[src/rtl/vga_arb_pkg.sv]
// Shared definitions for the framebuffer write arbiter: screen geometry
// defaults, coordinate/colour widths, FSM state encoding and the pixel bundle.
package vga_arb_pkg;

    localparam int SCREEN_W_DEF = 320;
    localparam int SCREEN_H_DEF = 240;

    localparam int X_W = 9;
    localparam int Y_W = 8;
    localparam int C_W = 3;

    localparam logic [1:0] ST_IDLE   = 2'd0;
    localparam logic [1:0] ST_GRANT0 = 2'd1;
    localparam logic [1:0] ST_GRANT1 = 2'd2;
    localparam logic [1:0] ST_CLEAR  = 2'd3;

    typedef struct packed {
        logic [X_W-1:0] x;
        logic [Y_W-1:0] y;
        logic [C_W-1:0] colour;
    } pixel_t;

    function automatic pixel_t make_pixel(input logic [X_W-1:0] x,
                                          input logic [Y_W-1:0] y,
                                          input logic [C_W-1:0] colour);
        pixel_t p;
        p.x      = x;
        p.y      = y;
        p.colour = colour;
        return p;
    endfunction

endpackage

[src/rtl/clear_sweeper.sv]
// Raster-order coordinate generator for the full-screen fill.
// start rewinds to (0,0); advance steps x, wrapping to the next line at the
// right edge and back to (0,0) after the bottom-right pixel.
module clear_sweeper
    import vga_arb_pkg::*;
#(
    parameter int SCREEN_W = SCREEN_W_DEF,
    parameter int SCREEN_H = SCREEN_H_DEF
) (
    input  logic           clock,
    input  logic           reset,
    input  logic           start,
    input  logic           advance,
    output logic [X_W-1:0] x,
    output logic [Y_W-1:0] y,
    output logic           last_pixel
);

    localparam logic [X_W-1:0] X_MAX = X_W'(SCREEN_W - 1);
    localparam logic [Y_W-1:0] Y_MAX = Y_W'(SCREEN_H - 1);

    logic [X_W-1:0] x_q, x_d;
    logic [Y_W-1:0] y_q, y_d;

    // Next raster position: rewind on start, otherwise step on advance.
    always_comb begin
        x_d = x_q;
        y_d = y_q;
        if (start) begin
            x_d = '0;
            y_d = '0;
        end else if (advance) begin
            if (x_q == X_MAX) begin
                x_d = '0;
                y_d = (y_q == Y_MAX) ? '0 : y_q + 1'b1;
            end else begin
                x_d = x_q + 1'b1;
            end
        end
    end

    // Position registers.
    always_ff @(posedge clock) begin
        if (reset) begin
            x_q <= '0;
            y_q <= '0;
        end else begin
            x_q <= x_d;
            y_q <= y_d;
        end
    end

    assign x          = x_q;
    assign y          = y_q;
    assign last_pixel = (x_q == X_MAX) && (y_q == Y_MAX);

endmodule

[src/rtl/pixel_write_arbiter.sv]
// Two-requester arbiter for the vga_adapter plot port, with a built-in
// full-screen clear sweep. Bursts are never preempted; a clear request waits
// for the current burst to finish, then owns the port for one whole frame.
//
//   state  | meaning
//   -------+--------------------------------------------------------------
//   IDLE   | nobody owns the port; arbitrate (clear first, then round-robin)
//   GRANT0 | requester 0 owns the port until last0 or req0 drops
//   GRANT1 | requester 1 owns the port until last1 or req1 drops
//   CLEAR  | sweeper owns the port, one fill pixel per cycle
module pixel_write_arbiter
    import vga_arb_pkg::*;
#(
    parameter int SCREEN_W = SCREEN_W_DEF,
    parameter int SCREEN_H = SCREEN_H_DEF
) (
    input  logic           clock,
    input  logic           reset,
    input  logic           req0,
    input  logic           req1,
    input  logic [X_W-1:0] x0,
    input  logic [Y_W-1:0] y0,
    input  logic [C_W-1:0] colour0,
    input  logic [X_W-1:0] x1,
    input  logic [Y_W-1:0] y1,
    input  logic [C_W-1:0] colour1,
    input  logic           last0,
    input  logic           last1,
    output logic           gnt0,
    output logic           gnt1,
    input  logic           clear_start,
    input  logic [C_W-1:0] clear_colour,
    output logic           clear_busy,
    output logic           clear_done,
    output logic           plot,
    output logic [X_W-1:0] x,
    output logic [Y_W-1:0] y,
    output logic [C_W-1:0] colour
);

    logic [1:0]     state_q, state_d;
    logic           last_served_q, last_served_d;
    logic           clear_pending_q, clear_pending_d;
    logic [C_W-1:0] clear_colour_q, clear_colour_d;
    logic           plot_q, plot_d;
    pixel_t         pix_q, pix_d;
    logic           clear_done_q, clear_done_d;
    logic           gnt0_q, gnt1_q;

    logic           start_ok;
    logic           sweep_start;
    logic           sweep_advance;
    logic [X_W-1:0] sweep_x;
    logic [Y_W-1:0] sweep_y;
    logic           sweep_last;

    clear_sweeper #(
        .SCREEN_W (SCREEN_W),
        .SCREEN_H (SCREEN_H)
    ) u_sweeper (
        .clock      (clock),
        .reset      (reset),
        .start      (sweep_start),
        .advance    (sweep_advance),
        .x          (sweep_x),
        .y          (sweep_y),
        .last_pixel (sweep_last)
    );

    // Arbitration, burst tracking, clear bookkeeping and next output pixel.
    always_comb begin
        state_d         = state_q;
        last_served_d   = last_served_q;
        clear_pending_d = clear_pending_q;
        clear_colour_d  = clear_colour_q;
        plot_d          = 1'b0;
        pix_d           = pix_q;
        clear_done_d    = 1'b0;
        sweep_advance   = 1'b0;

        // A second clear request while one is outstanding is dropped entirely.
        start_ok = clear_start && !clear_pending_q;
        if (start_ok) begin
            clear_pending_d = 1'b1;
            clear_colour_d  = clear_colour;
        end

        case (state_q)
            ST_IDLE: begin
                // A clear arriving in the same cycle as a request still wins.
                if (clear_pending_q || start_ok) begin
                    state_d = ST_CLEAR;
                end else if (req0 && req1) begin
                    state_d = last_served_q ? ST_GRANT0 : ST_GRANT1;
                end else if (req0) begin
                    state_d = ST_GRANT0;
                end else if (req1) begin
                    state_d = ST_GRANT1;
                end
            end
            ST_GRANT0: begin
                if (req0) begin
                    plot_d = 1'b1;
                    pix_d  = make_pixel(x0, y0, colour0);
                end
                if (!req0 || last0) begin
                    state_d       = ST_IDLE;
                    last_served_d = 1'b0;
                end
            end
            ST_GRANT1: begin
                if (req1) begin
                    plot_d = 1'b1;
                    pix_d  = make_pixel(x1, y1, colour1);
                end
                if (!req1 || last1) begin
                    state_d       = ST_IDLE;
                    last_served_d = 1'b1;
                end
            end
            default: begin
                plot_d        = 1'b1;
                pix_d         = make_pixel(sweep_x, sweep_y, clear_colour_q);
                sweep_advance = 1'b1;
                if (sweep_last) begin
                    state_d         = ST_IDLE;
                    clear_pending_d = 1'b0;
                    clear_done_d    = 1'b1;
                end
            end
        endcase

        sweep_start = (state_q == ST_IDLE) && (state_d == ST_CLEAR);
    end

    // State, grant and output registers.
    always_ff @(posedge clock) begin
        if (reset) begin
            state_q         <= ST_IDLE;
            last_served_q   <= 1'b1;
            clear_pending_q <= 1'b0;
            clear_colour_q  <= '0;
            plot_q          <= 1'b0;
            pix_q           <= '0;
            clear_done_q    <= 1'b0;
            gnt0_q          <= 1'b0;
            gnt1_q          <= 1'b0;
        end else begin
            state_q         <= state_d;
            last_served_q   <= last_served_d;
            clear_pending_q <= clear_pending_d;
            clear_colour_q  <= clear_colour_d;
            plot_q          <= plot_d;
            pix_q           <= pix_d;
            clear_done_q    <= clear_done_d;
            gnt0_q          <= (state_d == ST_GRANT0);
            gnt1_q          <= (state_d == ST_GRANT1);
        end
    end

    assign gnt0       = gnt0_q;
    assign gnt1       = gnt1_q;
    assign clear_busy = clear_pending_q;
    assign clear_done = clear_done_q;
    assign plot       = plot_q;
    assign x          = pix_q.x;
    assign y          = pix_q.y;
    assign colour     = pix_q.colour;

endmodule

[config.mk]
export PLATFORM = sky130hd
export DESIGN_NAME = pixel_write_arbiter
export DESIGN_NICKNAME = d
export VERILOG_FILES = /design/src/rtl/vga_arb_pkg.sv /design/src/rtl/clear_sweeper.sv /design/src/rtl/pixel_write_arbiter.sv
export SDC_FILE = /design/constraint.sdc
export NUM_CORES = 1
export LEC_CHECK = 0
export BUFFER_PORTS_ARGS = -buffer_cell sky130_fd_sc_hd__buf_4
export CORE_MARGIN = 10
export CORE_UTILIZATION = 35
export CTS_CLUSTER_SIZE = 30
export DETAILED_ROUTE_END_ITERATION = 10
export GPL_ROUTABILITY_DRIVEN = 0
export PLACE_DENSITY = 0.61
export SYNTH_ARGS = -nofsm -noshare
export SYNTH_HDL_FRONTEND = slang
export SYNTH_SLANG_ARGS = --single-unit
export TNS_END_PERCENT = 20
[constraint.sdc]
create_clock -name clock -period 2.15 [get_ports clock]
set_clock_uncertainty 0.15 [all_clocks]
set_input_delay 0.1075 -clock clock [delete_from_list [all_inputs] [get_ports clock]]
set_output_delay 0.1075 -clock clock [all_outputs]
set_load 0.01 [all_outputs]
## Word level (Yosys, flattened, before mapping)

Cells that the tools add are included.

- Add/sub/neg operators: 2
- Equal/unequal tests: 11
- Muxes and demuxes: 24
- Bitwise operators: 2
- Reductions and logical operators: 18

Operator list:

| cell | number |
|---|---|
| $pmux 20 s3 | 1 |
| $mux 20 | 2 |
| $mux 2 | 8 |
| $add 9x1->9 const B | 1 |
| $eq 9x9->1 const B | 1 |
| $mux 9 | 1 |
| $add 8x1->8 const B | 1 |
| $eq 8x8->1 const B | 1 |
| $mux 1 | 8 |
| $mux 8 | 1 |
| $ne 2x2->1 const B | 4 |
| $eq 2x2->1 const B | 3 |
| $pmux 2 s3 | 1 |
| $reduce_and 3->1 | 2 |
| $eq 2x1->1 const B | 2 |
| $logic_and 1x1->1 | 4 |
| $reduce_or 4->1 | 1 |
| $logic_not 1->1 | 3 |
| $logic_or 1x1->1 | 3 |
| $pmux 1 s3 | 1 |
| $reduce_or 3->1 | 1 |
| $logic_not 2->1 | 1 |
| $not 1->1 | 2 |
| $pmux 1 s2 | 1 |
| other kinds (3) | 3 |

- Register bits after elaboration: 48
- Input port bits: 50
- Output and inout bits: 25

## Longest topological paths before layout

- Word-level depth: 8
- Depth in mapped cells: 9
- Gate-level depth less buffers: 7

## Hierarchy

Synthesis repeated with hierarchy kept, for this count alone.

- Cells, all modules: 302
- Area total of the unflattened synthesis: 2512.4 um^2

Modules (own cells, without submodules):

| module | instances | cells an instance | area an instance (um^2) | sequential area each (um^2) |
|---|---|---|---|---|
| pixel_write_arbiter | 1 | 203 | 1662.8 | 620.6 |
| clear_sweeper | 1 | 99 | 849.6 | 340.3 |

## Worst setup path after synthesis

Ideal clock, no wire load.

- Path kind: register to register
- From: register state_q[0]
- To: register u_sweeper.x_q[8], in the netlist u_sweeper.x[8]
- Data arrival time: 1.951 ns
- Slack: -0.083 ns
- Cell stages (with the launch flop): 10
- Buffers on the path: 2
- Period minus slack after synthesis: 2.233 ns
- Cell sequence: dfxtp_1 > inv_1 > ha_1 > buf_2 > nand3b_1 > a211o_1 > o311ai_1 > nor3b_2 > buf_4 > nor3_1

- Longest elaborated chain between the ends: 8
- Elaborated cells between the ends (all ways): 15
- Those cells by class: eq/ne: 3; mux: 8; reduce/logical: 4

RTL lines:

| item | RTL line | text |
|---|---|---|
| from (decl) | pixel_write_arbiter.sv:41 | `logic [1:0] state_q, state_d;` |
| from (signal assigned) | pixel_write_arbiter.sv:149 | `state_q <= state_d;` |
| $mux 2 | pixel_write_arbiter.sv:97 | `end else if (req1) begin` |
| $mux 2 | pixel_write_arbiter.sv:95 | `end else if (req0) begin` |
| $mux 2 | pixel_write_arbiter.sv:93 | `end else if (req0 && req1) begin` |
| $mux 2 | pixel_write_arbiter.sv:91 | `if (clear_pending_q \|\| start_ok) begin` |
| $pmux 2 s3 | pixel_write_arbiter.sv:88 | `case (state_q)` |
| $eq 2x2->1 | pixel_write_arbiter.sv:133 | `sweep_start = (state_q == ST_IDLE) && (state_d == ST_CLEAR);` |
| $logic_and 1x1->1 | pixel_write_arbiter.sv:133 |  |
| $reduce_or 2->1 (no line) | - |  |
| to (signal assigned) | clear_sweeper.sv:45 | `x_q <= '0;` |
| to (signal assigned) | clear_sweeper.sv:48 | `x_q <= x_d;` |
| to (decl) | clear_sweeper.sv:22 | `logic [X_W-1:0] x_q, x_d;` |

Several ways; a longest one is shown, not always the timed one.
A chain may end at the register's enable or synchronous reset.

## Worst setup path in the final report

- From: register state_q[0]
- To: register u_sweeper.x_q[3], in the netlist u_sweeper.x[3]

The elaborated chain is that of the path after synthesis.

==> results.toml <==
[status]
run_status = "finished, violations left"
violations = "setup timing"

[routing]
vias = 2494
viasPerCell = 5.24
first_iter_violations = 130
avgRoutedWirePerCell_um = 16.6
drt-total-wl_um = 7890
drc_errors = 0
drt_pre_antenna_iters = 4
number_of_routed_nets_with_antenna_violations = 0

[critical_path]
required_time_at_the_endpoint_of_the_critical_path_ps = 2180
worstSetupStartpointType = "register"
critical_path_buf_inv_count = 2
critical_path_cell_count = 8
crit_path_cell_trace = "inv_4 > ha_4 > nand3b_1 > a211o_1 > o311ai_4 > nor3b_4 > clkbuf_16 > nor4_1"
worstRegToRegCells = 8
crit_type = "reg2reg"
cell_class_contributing_the_biggest_share_of_worst_path_delay = "simple AND/OR/NAND/NOR gates"
path_max_fanout = 8
timing.critical_path.slowest_stage_cell = "dfxtp_4"
cp.arrival_ps = 2210
stage_delay_of_the_slowest_cell_on_the_critical_path_ps = 410
endpoint_kind = "register"

[worst_hold_path]
worst_hold_path.num_cells = 2
min_path_type = "in2reg"

[clock_network]
cts.reportedPaths.clkPinSlew_ps = 90
max-clock-path-buffers = 2
tritoncts_num_sinks = 48
cts_inserted_buffers = 5
root_buffer = "clkbuf_8"
clk_latency_ps = 300
cts.htree.levels = 2
tritoncts = "built"

[pwr]
design_power_total_w = 0.00314
power_leakage_nw = 1.40
ir_worst_vdd_uv = 408
powerDensity_nw_per_um2 = 872

[place]
post-dp-hpwl_um = 5260
dpl-instance-area_sq_um = 3200
numPortBuffers = 74

[floorplan]
core_region_area_sq_um = 6790
effective_utilization_at_floorplan_pct = 36.0
num_rows = 30
die_w_um = 104
pin_count = 75
vert_die_dim_um = 104
floorplan.die_area_sq_um = 10700

[sta]
worstMarginPinSlew_ps = 487
post-route-period-util_pct = 102
final-hold-violation-count = 0
setup_viol = 8
slew_headroom_pct = 67.6
finalWorstPathRequiredPeriod_ps = 2180
finalMaxSlewViolations = 0
worst_slack_ps = -32.6
achievable-frequency_mhz = 458

[global_route]
number_of_global_route_vias_before_repair = 2386
antenna_found_initial = 0
gr-total-overflow = 0
globalRouteTotalUtil_pct = 13.0
grt_pass1_wl_um = 11900
largest_net_degree_at_the_start_of_global_routing = 43

[synthesis]
synth_cell_type_count = 46
yosys-top-cells-area = "dfxtp_1, nor2_1, a22oi_1"
async_flop_share_pct = 0
synth.ff_latch_count = 48
synthesized_instance_count = 290
mappedNetlistNets = 347
synth.cell_area_sq_um = 2440
yosys_warnings = 0
ys.flop_type = "dfxtp_1"
cell_type_with_the_highest_aggregate_area_in_the_netlist = "dfxtp_1"
synth_enable_flop_cells = 0
synth_top_cell_area_share_pct = 39.3
synth_seq_area_share_pct = 39.3
synthesis.area_per_instance_sq_um = 8.43

[cells_and_area]
layout.nets = 436
final_area_sq_um = 3600
synthToLayoutAreaGrowth_pct = 47.5
n_antenna_cell = 0
layout_cell_share_with_drive_strength_beyond_1_pct = 36.1
filler_cell_count = 607

[flow_run]
cap_viol_max_count = 0
[registers in the layout, indices dropped and copies added, names as in the netlist]
register	cells
clear_colour_q	3
last_served_q	1
x	9
clear_busy	1
u_sweeper.x	9
plot	1
state_q	2
colour	3
gnt1	1
y	8
u_sweeper.y	8
gnt0	1
clear_done	1
[layout by cell type (no fill, tap or decap), drive strengths merged, types with 2 or more instances in the layout]
master,count
a211oi,21
a21o,2
a21oi,26
a22oi,21
buf,95
clkbuf,7
dfxtp,48
dlygate4sd3,6
ha,7
inv,8
mux2i,4
nand2,8
nand2b,2
nand3,4
nand3b,2
nand4,2
nand4b,4
nor2,51
nor2b,3
nor3,17
nor3b,2
nor4,7
o21ai,2
o311ai,3
o41ai,2
or2,2
or4,2
xnor2,7
xor2,4
[layout make-up]
type | instances | area (sq um) | area share [%]
Tap cell | 96 | 120 | 3.33
Clock inverter | 2 | 35.0 | 0.972
Sequential cell | 48 | 973 | 27.0
Inverter | 8 | 35.0 | 0.972
Timing Repair Buffer | 102 | 843 | 23.4
Multi-Input combinational cell | 214 | 1520 | 42.3
Clock buffer | 6 | 72.6 | 2.01
[per-stage QoR]
| step | setup TNS (ps) | utilization, % | setup slack (ps) | std cells | hold slack, ps |
|---|---|---|---|---|---|
| 2_1_floorplan | -2.84 | - | -2.84 | 290 | 104 |
| 3_3_place_gp | 0 | 47.2 | 55.5 | 456 | 193 |
| 3_5_place_dp | 0 | 47.2 | 15.0 | 456 | 209 |
| 4_1_cts | 0 | 49.6 | 1.29 | 470 | 88.0 |
| 5_1_grt | -1120 | 53.0 | -96.0 | 476 | 109 |
| 6_report | -178 | 53.0 | -32.6 | 476 | 99.9 |
[power by group]
group | switching [W] | leakage, nW | internal, W
registers | 0.0000873 | 0.393 | 0.00101
logic | 0.000756 | 0.955 | 0.000635
clock network | 0.000307 | 0.0552 | 0.000346
[path summary, 6_finish.rpt]
path	endpoint	slack, ps	startpoint
max	u_sweeper.x[3]$_SDFFE_PP0N_	-30	state_q[0]$_SDFF_PP0_
min	x[0]$_SDFFE_PP0P_	100	reset
max reg2reg	u_sweeper.x[3]$_SDFFE_PP0N_	-30	state_q[0]$_SDFF_PP0_
min reg2reg	y[7]$_SDFFE_PP0P_	340	y[7]$_SDFFE_PP0P_
[per-layer routing]
metal	wire, um	global-route usage [%]
met1	3480	16.4
met2	3770	20.6
met3	544	3.97
met4	99	3.83
met5	0	0
[Yosys cell counts (2+ instances only)]
master / instances
nand3_1: 3
nor2b_1: 3
xor2_1: 4
ha_1: 7
dfxtp_1: 48
o311ai_0: 2
nand3b_1: 2
nand4b_1: 4
nand4_1: 2
o21ai_0: 2
a21o_1: 2
xnor2_1: 7
or2_2: 2
o41ai_1: 2
a211oi_1: 20
nand2_1: 8
clkbuf_1: 17
nor3_2: 2
a22oi_1: 21
mux2i_1: 4
inv_1: 8
buf_2: 2
nor3_1: 15
a21oi_1: 26
nor4_1: 6
nor2_1: 51
[worst reg2reg max path: cells and delay by family, from the launching register on]
| family | cells | cell delay, ps |
|---|---|---|
| simple gates | 3 | 570 |
| buf+inv | 2 | 330 |
| fa+ha+maj | 1 | 160 |
| flops | 1 | 410 |
| compound gates | 2 | 440 |
[cells by family after synthesis]
kind of cell | share of synthesized area [%]
flops | 39.3
buf+inv | 5.02
compound gates | 23.3
xor+xnor | 3.94
simple gates | 23.2
fa+ha+maj | 3.58
mux | 1.64
[what timing repair did]
action	CTS	global route
hold buffers	6	0
endpoints found under the setup margin	0	38
resized for setup	0	37
hold endpoints to repair	5	0
setup buffers	0	4
Power figures use the tool's default switching activity.
